File: src/rtl/sd_decimator.sv
// Third-order CIC decimator: 1-bit sigma-delta stream in, saturated Q(1,15) PCM out
// through a single-entry valid/ready holding register that flags overwrites.
module sd_decimator #(
  parameter int LOG2R = 6
) (
  input  logic               clk,
  input  logic               rst_n,
  input  logic               sd_in,
  input  logic               bit_valid,
  output logic signed [15:0] pcm_out,
  output logic               pcm_valid,
  input  logic               pcm_ready,
  output logic               overrun
);

  localparam int W  = 2 + 3 * LOG2R;
  localparam int SH = 3 * LOG2R - 15;
  localparam logic signed [W-1:0] PLUS_ONE  = W'(1);
  localparam logic signed [W-1:0] MINUS_ONE = '1;
  localparam logic [LOG2R-1:0]    DCNT_LAST = '1;

  logic signed [W-1:0] i1_reg, i2_reg, i3_reg;
  logic signed [W-1:0] i1_next, i2_next, i3_next;
  logic [LOG2R-1:0]    dcnt_reg;
  logic                strobe;

  // stage_reg[0] is the captured integrator sample, stage_reg[1..3] are c1..c3
  logic signed [W-1:0] stage_reg [4];
  logic signed [W-1:0] prev_reg  [3];
  logic signed [W-1:0] diff      [3];
  logic [3:0]          vld_reg;
  logic [1:0]          warm_reg;

  logic signed [16:0]  y_shift;
  logic signed [15:0]  y_sat;
  logic                deliver;

  always_comb begin
    i1_next = i1_reg + (sd_in ? PLUS_ONE : MINUS_ONE);
    i2_next = i2_reg + i1_next;
    i3_next = i3_reg + i2_next;
  end

  assign strobe = bit_valid && (dcnt_reg == DCNT_LAST);

  genvar gi;
  generate
    for (gi = 0; gi < 3; gi++) begin : g_comb
      assign diff[gi] = stage_reg[gi] - prev_reg[gi];
    end
  endgenerate

  // After the shift only 17 significant bits remain; clip the top one away.
  always_comb begin
    y_shift = 17'(stage_reg[3] >>> SH);
    if (y_shift[16] != y_shift[15]) begin
      y_sat = y_shift[16] ? 16'sh8000 : 16'sh7FFF;
    end else begin
      y_sat = y_shift[15:0];
    end
  end

  assign deliver = vld_reg[3] && (warm_reg == 2'd3);

  always_ff @(posedge clk) begin
    if (!rst_n) begin
      i1_reg    <= '0;
      i2_reg    <= '0;
      i3_reg    <= '0;
      dcnt_reg  <= '0;
      vld_reg   <= '0;
      warm_reg  <= '0;
      pcm_out   <= '0;
      pcm_valid <= 1'b0;
      overrun   <= 1'b0;
      for (int k = 0; k < 4; k++) stage_reg[k] <= '0;
      for (int k = 0; k < 3; k++) prev_reg[k] <= '0;
    end else begin
      if (bit_valid) begin
        i1_reg   <= i1_next;
        i2_reg   <= i2_next;
        i3_reg   <= i3_next;
        dcnt_reg <= dcnt_reg + LOG2R'(1);
      end

      // Comb pipeline advances every clock, independent of bit_valid gaps.
      vld_reg <= {vld_reg[2:0], strobe};
      if (strobe) stage_reg[0] <= i3_next;
      for (int k = 0; k < 3; k++) begin
        if (vld_reg[k]) begin
          stage_reg[k+1] <= diff[k];
          prev_reg[k]    <= stage_reg[k];
        end
      end

      if (vld_reg[3] && (warm_reg != 2'd3)) warm_reg <= warm_reg + 2'd1;

      overrun <= deliver && pcm_valid && !pcm_ready;
      if (deliver) begin
        pcm_out   <= y_sat;
        pcm_valid <= 1'b1;
      end else if (pcm_valid && pcm_ready) begin
        pcm_valid <= 1'b0;
      end
    end
  end

endmodule

File: config.mk
export PLATFORM = sky130hd
export DESIGN_NAME = sd_decimator
export DESIGN_NICKNAME = d
export VERILOG_FILES = /design/src/rtl/sd_decimator.sv
export SDC_FILE = /design/constraint.sdc
export NUM_CORES = 1
export LEC_CHECK = 0
export CAP_MARGIN = 0
export CORE_MARGIN = 5
export CORE_UTILIZATION = 52
export DETAILED_ROUTE_END_ITERATION = 12
export PLACE_DENSITY = 0.68
export SLEW_MARGIN = 20
export SYNTH_ARGS = -nofsm -noshare
export SYNTH_HDL_FRONTEND = slang
export SYNTH_SLANG_ARGS = --single-unit
File: constraint.sdc
create_clock -name clk -period 8.2 [get_ports clk]
set_input_delay 1.23 -clock clk [delete_from_list [all_inputs] [get_ports clk]]
set_output_delay 1.23 -clock clk [all_outputs]
set_load 0.03 [all_outputs]
==> impl_results.html, run 1 <==
<table>
<tr><th>Metric</th><th>Value</th></tr>
<tr><th colspan="2">Run status</th></tr>
<tr><td>Outcome</td><td>complete, no violations</td></tr>
<tr><th colspan="2">Timing</th></tr>
<tr><td>RSZ-0062 raised after global routing</td><td>false</td></tr>
<tr><td>Ratio of final minimum period to clock period</td><td>0.851</td></tr>
<tr><td>Worst Tran Pin Value</td><td>971 ps</td></tr>
<tr><td>Fmax achieved</td><td>0.143 GHz</td></tr>
<tr><td>Final critical delay including setup and external delays</td><td>6980 ps</td></tr>
<tr><td>Remaining max-slew budget at the tightest pin</td><td>0.353</td></tr>
<tr><td>Crit path setup slack, layout</td><td>1220 ps</td></tr>
<tr><td>Final setup vio count</td><td>0</td></tr>
<tr><td>Pins Over Slew Limit</td><td>0</td></tr>
<tr><td>Final worst clock skew</td><td>10.7 ps</td></tr>
<tr><td>Final Hold Fails</td><td>0</td></tr>
<tr><td>Final-layout setup total negative slack</td><td>0 ps</td></tr>
<tr><th colspan="2">Floorplanning</th></tr>
<tr><td>IO Pins</td><td>23</td></tr>
<tr><td>Std cell rows</td><td>58</td></tr>
<tr><td>Core box area</td><td>25300 sq um</td></tr>
<tr><td>Die Width</td><td>170 um</td></tr>
<tr><td>Die ar.</td><td>29100 sq um</td></tr>
<tr><td>Floorplan die height</td><td>170 um</td></tr>
<tr><td>Starting Density</td><td>0.530</td></tr>
<tr><th colspan="2">Clock tree</th></tr>
<tr><td>Post-cts sizing count</td><td>0</td></tr>
<tr><td>Number of levels in the clock H-tree</td><td>1</td></tr>
<tr><td>Clock latency on the worst-skew pair</td><td>530 ps</td></tr>
<tr><td>Number of clock buffers inserted by TritonCTS</td><td>25</td></tr>
<tr><td># Post-CTS Setup Buffers</td><td>0</td></tr>
<tr><td>Clock tree from TritonCTS</td><td>yes</td></tr>
<tr><td>Clock-pin transition on the worst setup and hold timing paths</td><td>60 ps</td></tr>
<tr><td>Clock tree root driver cell</td><td>sky130_fd_sc_hd__clkbuf_16</td></tr>
<tr><td>Longest Clk Path Bufs</td><td>3</td></tr>
<tr><td>Count of hold-fix buffers inserted at cts</td><td>0</td></tr>
<tr><td>Number of sinks handled by clock tree synthesis</td><td>227</td></tr>
<tr><th colspan="2">Cells and area</th></tr>
<tr><td>Final cell count without fillers</td><td>1698</td></tr>
<tr><td>Commonest cells after routing, fill and taps aside</td><td>sky130_fd_sc_hd__edfxtp_1, sky130_fd_sc_hd__nor2_1, sky130_fd_sc_hd__nor2b_1</td></tr>
<tr><td>Area growth from synthesis to final layout</td><td>9.62%</td></tr>
<tr><td>Final Net Count</td><td>1478</td></tr>
<tr><td>Largest register FFs</td><td>77</td></tr>
<tr><td>Filler cell count in the final layout</td><td>2173</td></tr>
<tr><td>Count of antenna diodes in the layout</td><td>0</td></tr>
<tr><td>Register area</td><td>5920 sq um</td></tr>
<tr><td>Share of layout cells above drive strength 1</td><td>0.0468</td></tr>
<tr><td>Most common cell after layout, fill and taps aside</td><td>sky130_fd_sc_hd__edfxtp_1</td></tr>
<tr><td>Combined area of the multi-input logic cells</td><td>6990 sq um</td></tr>
<tr><th colspan="2">Global routing</th></tr>
<tr><td>GRT met2 Usage</td><td>0.306</td></tr>
<tr><td>Wire length of the first global-routing pass</td><td>41400 um</td></tr>
<tr><td>Antenna violations before repair</td><td>0</td></tr>
<tr><td>Most utilized layer in the global route result</td><td>met2</td></tr>
<tr><td>Global-route total usage across every layer</td><td>0.168</td></tr>
<tr><td>Remaining Overflow, GRT</td><td>0</td></tr>
<tr><td>Global routing usage on met3</td><td>0.0246</td></tr>
<tr><td>Pin count of the biggest net entering global routing</td><td>68</td></tr>
<tr><td>Via count of the first global-routing pass</td><td>8967</td></tr>
<tr><td>Met1 usage</td><td>0.209</td></tr>
<tr><th colspan="2">Synth</th></tr>
<tr><td>Sequential share of the synthesized area</td><td>0.442</td></tr>
<tr><td>Number of warning messages in the yosys log</td><td>0</td></tr>
<tr><td>Seq cells post-synth</td><td>227</td></tr>
<tr><td>Post-synthesis mux area share</td><td>0.0307</td></tr>
<tr><td>Synthesized-area fraction occupied by xor and xnor cells</td><td>0.0717</td></tr>
<tr><td>Synth Net Count</td><td>1461</td></tr>
<tr><td>Post-synth top flop</td><td>sky130_fd_sc_hd__edfxtp_1</td></tr>
<tr><td>Post-synth design cell area</td><td>13400 sq um</td></tr>
<tr><td>Number of instances in the synthesized netlist</td><td>1332</td></tr>
<tr><td>Async SR Flop Fraction</td><td>0</td></tr>
<tr><td>Count of flip-flops with a built-in enable after synthesis</td><td>137</td></tr>
<tr><td>Post-synthesis compound-gate area fraction</td><td>0.137</td></tr>
<tr><td>Post-synthesis cell type count</td><td>64</td></tr>
<tr><td>Synthesized-area fraction occupied by adder cells</td><td>0.119</td></tr>
<tr><td>Syn_area_per_cell</td><td>10.0 sq um</td></tr>
<tr><td>Largest family of logic cells by synthesized area</td><td>simple AND/OR/NAND/NOR gates</td></tr>
<tr><td>Synth Area in Simple Gates</td><td>0.164</td></tr>
<tr><th colspan="2">Worst setup path</th></tr>
<tr><td>Reg2Reg Depth</td><td>21</td></tr>
<tr><td>Type of origin of the critical path</td><td>input port</td></tr>
<tr><td>Worst Setup Path Type</td><td>in2reg</td></tr>
<tr><td>Worst Path Max Fanout</td><td>19</td></tr>
<tr><td>Crit Reg-Reg Startpoint</td><td>i1_reg[0]$_SDFFE_PN0P_</td></tr>
<tr><td>Critical path endpoint category</td><td>flip-flop</td></tr>
<tr><td>Arrival time reported for the critical path endpoint</td><td>7260 ps</td></tr>
<tr><td>Worst R2R Setup Slack</td><td>2520 ps</td></tr>
<tr><td>Worst Path Required</td><td>8480 ps</td></tr>
<tr><td>Reg-to-reg critical path endpoint</td><td>stage_reg[0][18]$_SDFFCE_PN0P_</td></tr>
<tr><th colspan="2">Power</th></tr>
<tr><td>Leak Pwr</td><td>6.33 nW</td></tr>
<tr><td>Power Total</td><td>0.00458 W</td></tr>
<tr><td>Maximum vdd ir drop</td><td>0.000217 V</td></tr>
<tr><td>Power density cells</td><td>312 nW/um^2</td></tr>
<tr><th colspan="2">Min path</th></tr>
<tr><td>Worst hold path depth</td><td>2</td></tr>
<tr><td>Endpoint of the worst hold-timing path</td><td>i1_reg[12]$_SDFFE_PN0P_</td></tr>
<tr><td>Startpoint of the lowest-slack hold path</td><td>i1_reg[12]$_SDFFE_PN0P_</td></tr>
<tr><td>Hold Path Class</td><td>reg2reg</td></tr>
<tr><th colspan="2">Route</th></tr>
<tr><td>Routed wire per std cell</td><td>14.2 um</td></tr>
<tr><td>Iter 0 DRT Violations</td><td>425</td></tr>
<tr><td>Via density per instance</td><td>5.35</td></tr>
<tr><td>First-pass detailed-route iteration total</td><td>5</td></tr>
<tr><td>Final Routed Wirelength</td><td>24100 um</td></tr>
<tr><td>Final ANT Viol Nets</td><td>0</td></tr>
<tr><td>Via total after detailed routing</td><td>9081</td></tr>
<tr><td>Number of remaining DRC errors</td><td>0</td></tr>
<tr><th colspan="2">Placed design</th></tr>
<tr><td>IO Port Bufs</td><td>22</td></tr>
<tr><td>Number of cells after detailed placement</td><td>1652</td></tr>
<tr><td>Total half-perimeter wirelength after legalization and detailed placement</td><td>17400 um</td></tr>
<tr><td>Placement Setup Slack</td><td>771 ps</td></tr>
<tr><td>Last weighted congestion value of the routability-driven placer</td><td>0.854</td></tr>
<tr><th colspan="2">Job</th></tr>
<tr><td>Max cap viols</td><td>0</td></tr>
</table>
## synthesized netlist by cell type, drive strengths merged (4+ instances only)
master	count	share of area
nand2b	19	0.0089
fa	5	0.0075
o211ai	4	0.0022
o21bai	15	0.0084
a311o	4	0.0030
and3	10	0.0047
o21ai	61	0.023
a21oi	85	0.032
a22o	4	0.0026
dfxtp	90	0.13
a21boi	7	0.0039
and2	20	0.0093
a31oi	9	0.0047
nand3	20	0.0075
o21a	18	0.010
mux2i	41	0.031
nor2	135	0.038
ha	119	0.11
nor3b	5	0.0028
a211oi	6	0.0045
nand2	50	0.014
xnor2	56	0.037
or2	6	0.0028
nor2b	122	0.057
or3	6	0.0028
inv	91	0.026
edfxtp	137	0.31
a21o	41	0.023
nor3	16	0.0060
o211a	5	0.0037
nand4	6	0.0028
xor2	48	0.033
clkbuf	37	0.010
## how the worst max path moves through the flow
stage	cells after the start	to	from	slack (ps)
6_report	23	stage_reg[0][18]$_SDFFCE_PN0P_	sd_in	1220
5_1_grt	25	i3_reg[19]$_SDFFE_PN0P_	sd_in	840
4_1_cts	23	stage_reg[0][18]$_SDFFCE_PN0P_	sd_in	1280
3_5_place_dp	23	stage_reg[0][18]$_SDFFCE_PN0P_	sd_in	770
3_3_place_gp	23	stage_reg[0][18]$_SDFFCE_PN0P_	sd_in	880
2_1_floorplan	22	stage_reg[0][18]$_SDFFCE_PN0P_	sd_in	1870
## logic make-up after synthesis
kind of cell,Yosys count
AOI/OAI and AO/OA,280
xor gates and xnor gates,105
adders and majority gates,124
buffers and inverters,130
DFF,227
muxes,41
and+or+nand+nor,425
## where the power goes
group          total, W  leakage (nW)  internal (W)  switching [W]
sequential      0.00141          2.04       0.00134      0.0000721
clock           0.00104         0.358      0.000584       0.000451
combinational   0.00213          3.94      0.000949        0.00118
total           0.00458          6.33       0.00287        0.00171
## worst max-delay path, cell delays in order
cell and delay, ps:
sky130_fd_sc_hd__clkdlybuf4s50_1 490, sky130_fd_sc_hd__inv_1 340, sky130_fd_sc_hd__fa_1 580, sky130_fd_sc_hd__a21o_1 200, sky130_fd_sc_hd__a21oi_1 230, sky130_fd_sc_hd__o21bai_1 90
sky130_fd_sc_hd__a21oi_1 380, sky130_fd_sc_hd__o21ai_0 220, sky130_fd_sc_hd__a21o_1 220, sky130_fd_sc_hd__a21oi_1 170, sky130_fd_sc_hd__xnor2_1 160, sky130_fd_sc_hd__ha_1 320
sky130_fd_sc_hd__a21o_1 180, sky130_fd_sc_hd__a21o_1 170, sky130_fd_sc_hd__a221o_1 410, sky130_fd_sc_hd__xor2_1 180, sky130_fd_sc_hd__ha_1 340, sky130_fd_sc_hd__a21o_1 210
sky130_fd_sc_hd__or3_1 310, sky130_fd_sc_hd__a311o_1 310, sky130_fd_sc_hd__a41oi_1 260, sky130_fd_sc_hd__xnor2_1 110, sky130_fd_sc_hd__and2_1 140
## routing by layer
metal / vias to the layer above / share of wire / routed length, um
li1: 4704 / - / -
met1: 4239 / 0.45 / 10900
met2: 98 / 0.49 / 11900
met3: 40 / 0.030 / 723
met4: 0 / 0.025 / 602
met5: - / 0 / 0
## final cells by class
| type | instances | area share |
|---|---|---|
| clock inverters | 10 | 0.00435 |
| well taps | 330 | 0.0281 |
| clock buffers | 36 | 0.0468 |
| repair buffers | 29 | 0.0181 |
| flip-flops and latches | 227 | 0.403 |
| multi-input cells | 975 | 0.476 |
| inverters | 91 | 0.0233 |
## stage by stage
| step | hold slack [ps] | area [sq um] | utilization |
|---|---|---|---|
| 2_1_floorplan | 443 | 13400 | - |
| 3_3_place_gp | 460 | 13900 | 0.551 |
| 3_5_place_dp | 468 | 13900 | 0.551 |
| 4_1_cts | 486 | 14700 | 0.581 |
| 5_1_grt | 506 | 14700 | 0.581 |
| 6_report | 482 | 14700 | 0.581 |
No activity file was read; power rests on OpenSTA's default activity.
==> inputs of run 2 (changes only) <==
- CORE_MARGIN: 5 -> 4
==> run 2 against run 1 <==
Against the previous run: critical path depth stayed put; count of clock-buffer cells in the layout is 2 higher; highest routed layer unchanged; combinational power hardly changed; die area is 2.3% lower; clock skew is 7.9 ps higher; global-route usage is 0.053 points lower; sequential share of layout area is 0.60 points lower; critical endpoint unchanged; sequential power hardly changed; critical path type unchanged; flip-flop and latch count stayed put.
==> impl_results.html, run 2 (synthesized netlist as in run 1, its figures left out) <==
<table>
<tr><th>Metric</th><th>Value</th></tr>
<tr><th colspan="2">Run status</th></tr>
<tr><td>Outcome</td><td>complete, no violations (unchanged)</td></tr>
<tr><th colspan="2">Floorplanning</th></tr>
<tr><td>Die Width</td><td>168 um (was 170 um)</td></tr>
<tr><td>Starting Density</td><td>0.530 (unchanged)</td></tr>
<tr><td>Floorplan die height</td><td>168 um (was 170 um)</td></tr>
<tr><td>Core box area</td><td>25300 sq um (unchanged)</td></tr>
<tr><td>IO Pins</td><td>23 (unchanged)</td></tr>
<tr><td>Std cell rows</td><td>58 (unchanged)</td></tr>
<tr><td>Die ar.</td><td>28400 sq um (was 29100 sq um)</td></tr>
<tr><th colspan="2">Worst setup path</th></tr>
<tr><td>Critical path endpoint category</td><td>flip-flop (unchanged)</td></tr>
<tr><td>Type of origin of the critical path</td><td>input port (unchanged)</td></tr>
<tr><td>Arrival time reported for the critical path endpoint</td><td>7170 ps (was 7260 ps)</td></tr>
<tr><td>Worst Path Max Fanout</td><td>19 (unchanged)</td></tr>
<tr><td>Worst Path Required</td><td>8500 ps (was 8480 ps)</td></tr>
<tr><td>Worst Setup Path Type</td><td>in2reg (unchanged)</td></tr>
<tr><th colspan="2">Timing</th></tr>
<tr><td>Final worst clock skew</td><td>18.6 ps (was 10.7 ps)</td></tr>
<tr><td>Worst Tran Pin Value</td><td>1000 ps (was 971 ps)</td></tr>
<tr><td>Final Hold Fails</td><td>0 (unchanged)</td></tr>
<tr><td>Pins Over Slew Limit</td><td>0 (unchanged)</td></tr>
<tr><td>RSZ-0062 raised after global routing</td><td>false (unchanged)</td></tr>
<tr><td>Final setup vio count</td><td>0 (unchanged)</td></tr>
<tr><td>Ratio of final minimum period to clock period</td><td>0.837 (was 0.851)</td></tr>
<tr><td>Fmax achieved</td><td>0.146 GHz (was 0.143 GHz)</td></tr>
<tr><td>Final-layout setup total negative slack</td><td>0 ps (unchanged)</td></tr>
<tr><td>Final-layout worst hold slack</td><td>478 ps (was 482 ps)</td></tr>
<tr><td>Remaining max-slew budget at the tightest pin</td><td>0.333 (was 0.353)</td></tr>
<tr><td>Final critical delay including setup and external delays</td><td>6870 ps (was 6980 ps)</td></tr>
<tr><th colspan="2">Global routing</th></tr>
<tr><td>Global-route total usage across every layer</td><td>0.168 (about the same)</td></tr>
<tr><td>Antenna violations before repair</td><td>0 (unchanged)</td></tr>
<tr><td>Pin count of the biggest net entering global routing</td><td>59 (was 68)</td></tr>
<tr><td>Remaining Overflow, GRT</td><td>0 (unchanged)</td></tr>
<tr><td>Via count of the first global-routing pass</td><td>8858 (was 8967)</td></tr>
<tr><td>Wire length of the first global-routing pass</td><td>40800 um (was 41400 um)</td></tr>
<tr><th colspan="2">Clock tree</th></tr>
<tr><td>Post-cts sizing count</td><td>0 (unchanged)</td></tr>
<tr><td>Number of clock buffers inserted by TritonCTS</td><td>27 (was 25)</td></tr>
<tr><td>Number of levels in the clock H-tree</td><td>1 (unchanged)</td></tr>
<tr><td>Clock tree root driver cell</td><td>sky130_fd_sc_hd__clkbuf_16 (unchanged)</td></tr>
<tr><td>Clock-pin transition on the worst setup and hold timing paths</td><td>60 ps (about the same)</td></tr>
<tr><td>Count of hold-fix buffers inserted at cts</td><td>0 (unchanged)</td></tr>
<tr><td>Clock tree from TritonCTS</td><td>yes (unchanged)</td></tr>
<tr><td>Number of sinks handled by clock tree synthesis</td><td>227 (unchanged)</td></tr>
<tr><td>Clock latency on the worst-skew pair</td><td>540 ps (was 530 ps)</td></tr>
<tr><td>Longest Clk Path Bufs</td><td>3 (unchanged)</td></tr>
<tr><td># Post-CTS Setup Buffers</td><td>0 (unchanged)</td></tr>
<tr><th colspan="2">Cells and area</th></tr>
<tr><td>Final Net Count</td><td>1480 (was 1478)</td></tr>
<tr><td>Most common cell after layout, fill and taps aside</td><td>sky130_fd_sc_hd__edfxtp_1 (unchanged)</td></tr>
<tr><td>Filler cell count in the final layout</td><td>2203 (was 2173)</td></tr>
<tr><td>Largest register FFs</td><td>77 (unchanged)</td></tr>
<tr><td>Post-Layout Inst Area</td><td>14900 sq um (was 14700 sq um)</td></tr>
<tr><td>Register area</td><td>5920 sq um (unchanged)</td></tr>
<tr><td>Count of antenna diodes in the layout</td><td>0 (unchanged)</td></tr>
<tr><td>Commonest cells after routing, fill and taps aside</td><td>sky130_fd_sc_hd__edfxtp_1, sky130_fd_sc_hd__nor2_1, sky130_fd_sc_hd__nor2b_1 (unchanged)</td></tr>
<tr><td>Share of layout cells above drive strength 1</td><td>0.0532 (was 0.0468)</td></tr>
<tr><td>Combined area of the multi-input logic cells</td><td>6990 sq um (unchanged)</td></tr>
<tr><td>Area growth from synthesis to final layout</td><td>11.3% (was 9.62%)</td></tr>
<tr><th colspan="2">Min path</th></tr>
<tr><td>Hold Path Class</td><td>reg2reg (unchanged)</td></tr>
<tr><th colspan="2">Placed design</th></tr>
<tr><td>Last weighted congestion value of the routability-driven placer</td><td>0.837 (was 0.854)</td></tr>
<tr><td>IO Port Bufs</td><td>22 (unchanged)</td></tr>
<tr><td>Total half-perimeter wirelength after legalization and detailed placement</td><td>17300 um (was 17400 um)</td></tr>
<tr><td>Placed cell areas</td><td>13900 sq um (unchanged)</td></tr>
<tr><th colspan="2">Power</th></tr>
<tr><td>Maximum vdd ir drop</td><td>0.000242 V (was 0.000217 V)</td></tr>
<tr><td>Leak Pwr</td><td>6.45 nW (was 6.33 nW)</td></tr>
<tr><td>Power Total</td><td>0.00481 W (was 0.00458 W)</td></tr>
<tr><td>Power density cells</td><td>323 nW/um^2 (was 312 nW/um^2)</td></tr>
<tr><th colspan="2">Job</th></tr>
<tr><td>Max cap viols</td><td>0 (unchanged)</td></tr>
<tr><th colspan="2">Route</th></tr>
<tr><td>Metal1 wirelength</td><td>10700 um (was 10900 um)</td></tr>
<tr><td>Top routing layer used</td><td>met4 (unchanged)</td></tr>
<tr><td>First-pass detailed-route iteration total</td><td>4 (was 5)</td></tr>
<tr><td>Number of remaining DRC errors</td><td>0 (unchanged)</td></tr>
<tr><td>Length of routed met2 wiring</td><td>11900 um (about the same)</td></tr>
<tr><td>Routed wire per std cell</td><td>14.0 um (was 14.2 um)</td></tr>
<tr><td>Final Routed Wirelength</td><td>23800 um (was 24100 um)</td></tr>
<tr><td>Final ANT Viol Nets</td><td>0 (unchanged)</td></tr>
<tr><td>Via total after detailed routing</td><td>9059 (was 9081)</td></tr>
<tr><td>Iter 0 DRT Violations</td><td>428 (was 425)</td></tr>
<tr><td>Met3 layer wire length in the routed design</td><td>606 um (was 723 um)</td></tr>
<tr><td>Via density per instance</td><td>5.33 (was 5.35)</td></tr>
</table>
-- run 2: changes by cell type in the layout (fill, tap and decap cells not counted), sizes merged --
| cell | before | now |
|---|---|---|
| bufinv | 0 | 3 |
| clkbuf | 36 | 38 |
| clkinvlp | 3 | 2 |
| inv | 93 | 92 |
-- run 2: routing by layer --
metal | global-route usage | up-vias
met5 | 0 | -
met2 | 0.301 | 97
met1 | 0.211 | 4204
met4 | 0.0483 | 0
li1 | - | 4714
met3 | 0.0230 | 44
-- run 2: path summary, 6_finish.rpt --
| kind | startpoint | end | slack, ps | cells after the start |
|---|---|---|---|---|
| worst max-delay path | sd_in | stage_reg[0][18]$_SDFFCE_PN0P_ | 1330 | 23 |
| worst min-delay path | i1_reg[12]$_SDFFE_PN0P_ | i1_reg[12]$_SDFFE_PN0P_ | 480 | 2 |
| worst max register to register | i1_reg[0]$_SDFFE_PN0P_ | stage_reg[0][18]$_SDFFCE_PN0P_ | 2620 | 21 |
| worst min register to register | i1_reg[12]$_SDFFE_PN0P_ | i1_reg[12]$_SDFFE_PN0P_ | 480 | 2 |
-- run 2: final cells by class --
cell class / instances / area share
inverters: 91 / 0.0229
clock inverters: 11 / 0.0102
multi-input cells: 975 / 0.469
well taps: 330 / 0.0277
flip-flops and latches: 227 / 0.397
repair buffers: 29 / 0.0178
clock buffers: 38 / 0.0551
-- run 2: worst max-delay path: stages --
cell and delay [ps]:
sky130_fd_sc_hd__clkdlybuf4s50_1 500, sky130_fd_sc_hd__inv_1 340, sky130_fd_sc_hd__fa_1 570, sky130_fd_sc_hd__a21o_1 190, sky130_fd_sc_hd__a21oi_1 210, sky130_fd_sc_hd__o21bai_1 80
sky130_fd_sc_hd__a21oi_1 330, sky130_fd_sc_hd__o21ai_0 210, sky130_fd_sc_hd__a21o_1 210, sky130_fd_sc_hd__a21oi_1 160, sky130_fd_sc_hd__xnor2_1 180, sky130_fd_sc_hd__ha_1 330
sky130_fd_sc_hd__a21o_1 180, sky130_fd_sc_hd__a21o_1 170, sky130_fd_sc_hd__a221o_1 420, sky130_fd_sc_hd__xor2_1 180, sky130_fd_sc_hd__ha_1 340, sky130_fd_sc_hd__a21o_1 210
sky130_fd_sc_hd__or3_1 310, sky130_fd_sc_hd__a311o_1 310, sky130_fd_sc_hd__a41oi_1 240, sky130_fd_sc_hd__xnor2_1 100, sky130_fd_sc_hd__and2_1 140
-- run 2: per-stage QoR --
step           std cells   util  worst slack, ps
3_5_place_dp        1652  0.551              774
5_1_grt             1701  0.590              913
4_1_cts             1701  0.590             1330
3_3_place_gp        1652  0.551              848
2_1_floorplan       1332      -             1870
6_report            1701  0.590             1330
-- run 2: where the power goes --
group | switching [W] | total (W) | internal (W) | leakage [nW]
Clock | 0.000468 | 0.00126 | 0.000795 | 0.473
Sequential | 0.0000720 | 0.00141 | 0.00134 | 2.04
Combinational | 0.00119 | 0.00214 | 0.000949 | 3.94
==> inputs of run 3 (changes only) <==
- PLACE_DENSITY: 0.68 -> 0.71
- clock period: 8.2 -> 5.5 ns (I/O delays scaled with it)
==> run 3 against run 2 <==
Against the previous run: setup slack got worse by 1100 ps; sequential power is 50% higher; final area increased by 8.3%; die area unchanged; clock skew down 7.9 ps; combinational power rose by 110%; register-to-register slack lost 2200 ps; core utilization rose by 4.9 points; flip-flop and latch count stayed put; critical endpoint unchanged; routed wire length increased by 9.2%; critical path depth grew 1; power is 76% higher.
==> impl_results.html, run 3 (synthesized netlist as in run 1, its figures left out) <==
<table>
<tr><th>Metric</th><th>Value</th></tr>
<tr><th colspan="2">Run status</th></tr>
<tr><td>Outcome</td><td>complete, no violations (unchanged)</td></tr>
<tr><th colspan="2">Placed design</th></tr>
<tr><td>Total half-perimeter wirelength after legalization and detailed placement</td><td>18400 um (was 17300 um)</td></tr>
<tr><td>Last weighted congestion value of the routability-driven placer</td><td>0.846 (was 0.837)</td></tr>
<tr><td>IO Port Bufs</td><td>22 (unchanged)</td></tr>
<tr><td>Number of cells after detailed placement</td><td>1774 (was 1652)</td></tr>
<tr><th colspan="2">Worst setup path</th></tr>
<tr><td>Worst Setup Path Type</td><td>in2reg (unchanged)</td></tr>
<tr><td>Crit Reg-Reg Startpoint</td><td>i1_reg[1]$_SDFFE_PN0P_ (was i1_reg[0]$_SDFFE_PN0P_)</td></tr>
<tr><td>Kind of cell adding the most delay to the critical path</td><td>compound AO/OA/AOI/OAI gates (unchanged)</td></tr>
<tr><td>Launching element of the worst setup path</td><td>sd_in (unchanged)</td></tr>
<tr><td>Worst Path Required</td><td>5780 ps (was 8500 ps)</td></tr>
<tr><td>Number of buffers and inverters on the critical path</td><td>5 (was 2)</td></tr>
<tr><td>Peak per-stage delay on the critical path</td><td>360 ps (was 570 ps)</td></tr>
<tr><td>Cell chain of the critical path</td><td>buf_6 -&gt; clkinvlp_4 -&gt; buf_6 -&gt; ha_4 -&gt; a21o_1 -&gt; nand2_1 -&gt; and3_4 -&gt; buf_4 -&gt; buf_4 -&gt; o31ai_4 -&gt; a21o_1 -&gt; a21oi_1 -&gt; xnor2_1 -&gt; ha_1 -&gt; and4_1 -&gt; a221o_1 -&gt; xor2_1 -&gt; ha_1 -&gt; a21o_1 -&gt; or3_1 -&gt; a311o_1 -&gt; a41oi_2 -&gt; xnor2_1 -&gt; and2_1 (was clkdlybuf4s50_1 -&gt; inv_1 -&gt; fa_1 -&gt; a21o_1 -&gt; a21oi_1 -&gt; o21bai_1 -&gt; a21oi_1 -&gt; o21ai_0 -&gt; a21o_1 -&gt; a21oi_1 -&gt; xnor2_1 -&gt; ha_1 -&gt; a21o_1 -&gt; a21o_1 -&gt; a221o_1 -&gt; xor2_1 -&gt; ha_1 -&gt; a21o_1 -&gt; or3_1 -&gt; a311o_1 -&gt; a41oi_1 -&gt; xnor2_1 -&gt; and2_1)</td></tr>
<tr><td>Max stage delay cell, worst path</td><td>sky130_fd_sc_hd__a311o_1 (was sky130_fd_sc_hd__fa_1)</td></tr>
<tr><td>Critical path endpoint category</td><td>flip-flop (unchanged)</td></tr>
<tr><td>Worst Path Max Fanout</td><td>5 (was 19)</td></tr>
<tr><td>Arrival time reported for the critical path endpoint</td><td>5580 ps (was 7170 ps)</td></tr>
<tr><td>Critical path's most frequent cell</td><td>sky130_fd_sc_hd__a21o_1 (unchanged)</td></tr>
<tr><td>Type of origin of the critical path</td><td>input port (unchanged)</td></tr>
<tr><th colspan="2">Global routing</th></tr>
<tr><td>Via count of the first global-routing pass</td><td>9609 (was 8858)</td></tr>
<tr><td>Antenna violations before repair</td><td>0 (unchanged)</td></tr>
<tr><td>Wire length of the first global-routing pass</td><td>44500 um (was 40800 um)</td></tr>
<tr><td>Pin count of the biggest net entering global routing</td><td>77 (was 59)</td></tr>
<tr><td>Global-route total usage across every layer</td><td>0.182 (was 0.168)</td></tr>
<tr><td>Remaining Overflow, GRT</td><td>0 (unchanged)</td></tr>
<tr><th colspan="2">Min path</th></tr>
<tr><td>Hold Path Class</td><td>reg2reg (unchanged)</td></tr>
<tr><td>Startpoint of the lowest-slack hold path</td><td>i3_reg[19]$_SDFFE_PN0P_ (was i1_reg[12]$_SDFFE_PN0P_)</td></tr>
<tr><th colspan="2">Timing</th></tr>
<tr><td>Final critical delay including setup and external delays</td><td>5300 ps</td></tr>
<tr><td>Pins Over Slew Limit</td><td>0 (unchanged)</td></tr>
<tr><td>Final setup vio count</td><td>0 (unchanged)</td></tr>
<tr><td>Ratio of final minimum period to clock period</td><td>0.964</td></tr>
<tr><td>Remaining max-slew budget at the tightest pin</td><td>0.337 (was 0.333)</td></tr>
<tr><td>Fmax achieved</td><td>0.189 GHz</td></tr>
<tr><td>Final-layout setup total negative slack</td><td>0 ps (unchanged)</td></tr>
<tr><td>Final worst clock skew</td><td>10.6 ps (was 18.6 ps)</td></tr>
<tr><td>Final Hold Fails</td><td>0 (unchanged)</td></tr>
<tr><td>Worst Tran Pin Value</td><td>994 ps (was 1000 ps)</td></tr>
<tr><th colspan="2">Clock tree</th></tr>
<tr><td>Number of clock buffers inserted by TritonCTS</td><td>26 (was 27)</td></tr>
<tr><td>Clock latency on the worst-skew pair</td><td>520 ps (was 540 ps)</td></tr>
<tr><td>Number of sinks handled by clock tree synthesis</td><td>227 (unchanged)</td></tr>
<tr><td>Clock tree from TritonCTS</td><td>yes (unchanged)</td></tr>
<tr><td>Clock tree root driver cell</td><td>sky130_fd_sc_hd__clkbuf_16 (unchanged)</td></tr>
<tr><td>Clock-pin transition on the worst setup and hold timing paths</td><td>60 ps (about the same)</td></tr>
<tr><td>Longest Clk Path Bufs</td><td>3 (unchanged)</td></tr>
<tr><td>Number of levels in the clock H-tree</td><td>1 (unchanged)</td></tr>
<tr><th colspan="2">Floorplanning</th></tr>
<tr><td>Floorplan die height</td><td>168 um (unchanged)</td></tr>
<tr><td>Core box area</td><td>25300 sq um (unchanged)</td></tr>
<tr><td>Die ar.</td><td>28400 sq um (unchanged)</td></tr>
<tr><td>Die Width</td><td>168 um (unchanged)</td></tr>
<tr><td>IO Pins</td><td>23 (unchanged)</td></tr>
<tr><td>Std cell rows</td><td>58 (unchanged)</td></tr>
<tr><td>Starting Density</td><td>0.530 (unchanged)</td></tr>
<tr><th colspan="2">Cells and area</th></tr>
<tr><td>Commonest cells after routing, fill and taps aside</td><td>sky130_fd_sc_hd__buf_4, sky130_fd_sc_hd__edfxtp_1, sky130_fd_sc_hd__nor2_1 (was sky130_fd_sc_hd__edfxtp_1, sky130_fd_sc_hd__nor2_1, sky130_fd_sc_hd__nor2b_1)</td></tr>
<tr><td>Count of antenna diodes in the layout</td><td>0 (unchanged)</td></tr>
<tr><td>Final cell count without fillers</td><td>1837 (was 1701)</td></tr>
<tr><td>Final Util</td><td>0.639 (was 0.590)</td></tr>
<tr><td>Share of layout cells above drive strength 1</td><td>0.163 (was 0.0532)</td></tr>
<tr><td>Largest register FFs</td><td>77 (unchanged)</td></tr>
<tr><td>Most common cell after layout, fill and taps aside</td><td>sky130_fd_sc_hd__buf_4 (was sky130_fd_sc_hd__edfxtp_1)</td></tr>
<tr><td>Area growth from synthesis to final layout</td><td>20.5% (was 11.3%)</td></tr>
<tr><td>Filler cell count in the final layout</td><td>2010 (was 2203)</td></tr>
<tr><td>Final Net Count</td><td>1616 (was 1480)</td></tr>
<tr><th colspan="2">Route</th></tr>
<tr><td>Via total after detailed routing</td><td>9654 (was 9059)</td></tr>
<tr><td>Number of remaining DRC errors</td><td>0 (unchanged)</td></tr>
<tr><td>First-pass detailed-route iteration total</td><td>5 (was 4)</td></tr>
<tr><td>Iter 0 DRT Violations</td><td>466 (was 428)</td></tr>
<tr><td>Routed wire per std cell</td><td>14.2 um (was 14.0 um)</td></tr>
<tr><td>Via density per instance</td><td>5.26 (was 5.33)</td></tr>
<tr><td>Final ANT Viol Nets</td><td>0 (unchanged)</td></tr>
<tr><td>Final Routed Wirelength</td><td>26000 um (was 23800 um)</td></tr>
<tr><th colspan="2">Power</th></tr>
<tr><td>Power density cells</td><td>525 nW/um^2 (was 323 nW/um^2)</td></tr>
<tr><td>Maximum vdd ir drop</td><td>0.000343 V (was 0.000242 V)</td></tr>
<tr><td>Leak Pwr</td><td>7.15 nW (was 6.45 nW)</td></tr>
<tr><th colspan="2">Job</th></tr>
<tr><td>Max cap viols</td><td>0 (unchanged)</td></tr>
</table>
==> run 3: changes by cell type in the layout (fill, tap and decap cells not counted), sizes merged <==
cell	delta
inv	-2
buf	+138
bufinv	+1
clkdlybuf4s50	-1
==> run 3: power breakdown <==
group | switching [W] | internal [W] | leakage, nW
Sequential | 0.000115 | 0.00200 | 2.04
Combinational | 0.00218 | 0.00237 | 4.67
Clock | 0.000671 | 0.00114 | 0.443
==> run 3: worst paths after layout <==
check / cells after the start / endpoint / slack, ps
setup reg to reg: 24 / i3_reg[19]$_SDFFE_PN0P_ / 460
hold / removal: 2 / i3_reg[19]$_SDFFE_PN0P_ / 470
setup / recovery: 24 / stage_reg[0][18]$_SDFFCE_PN0P_ / 200
hold reg to reg: 2 / i3_reg[19]$_SDFFE_PN0P_ / 470
==> run 3: area by class of cell <==
cell class | count | area (sq um) | area share
well taps | 330 | 413 | 0.0256
clock inverters | 10 | 151 | 0.00939
repair buffers | 166 | 1300 | 0.0808
flip-flops and latches | 227 | 5920 | 0.367
inverters | 91 | 345 | 0.0214
clock buffers | 38 | 758 | 0.0470
multi-input cells | 975 | 7240 | 0.449
==> run 3: timing repair <==
item / 4_1_cts / 5_1_grt
buffers inserted: 0 / 15
gates resized for setup: 3 / 46
pin swaps: 0 / 45
endpoints found under the setup margin: 10 / 12
hold buffers: 0 / 0
==> run 3: tightest hold or removal path, cell delays in order (launching register included) <==
cell and delay, ps:
sky130_fd_sc_hd__dfxtp_1 310, sky130_fd_sc_hd__nand2_1 50, sky130_fd_sc_hd__mux2i_1 50
==> run 3: layer usage <==
layer  share of wire  up-vias  track usage
li1                -     4987            -
met1            0.47     4524        0.243
met2            0.49      106        0.318
met3           0.025       37       0.0209
met4           0.019        0       0.0427
met5               0        -            0
==> run 3: per-stage QoR <==
step	setup WS (ps)	total power [W]	hold WS, ps	instance area, sq um
final	200	0.00847	469	16100
after global routing	-82.9	0.00904	503	16100
after CTS	32.4	0.00817	473	15800
after detailed placement	-887	0.00629	465	14900
after global placement	-786	0.00620	454	14900
after floorplan	-108	0.00475	443	13400
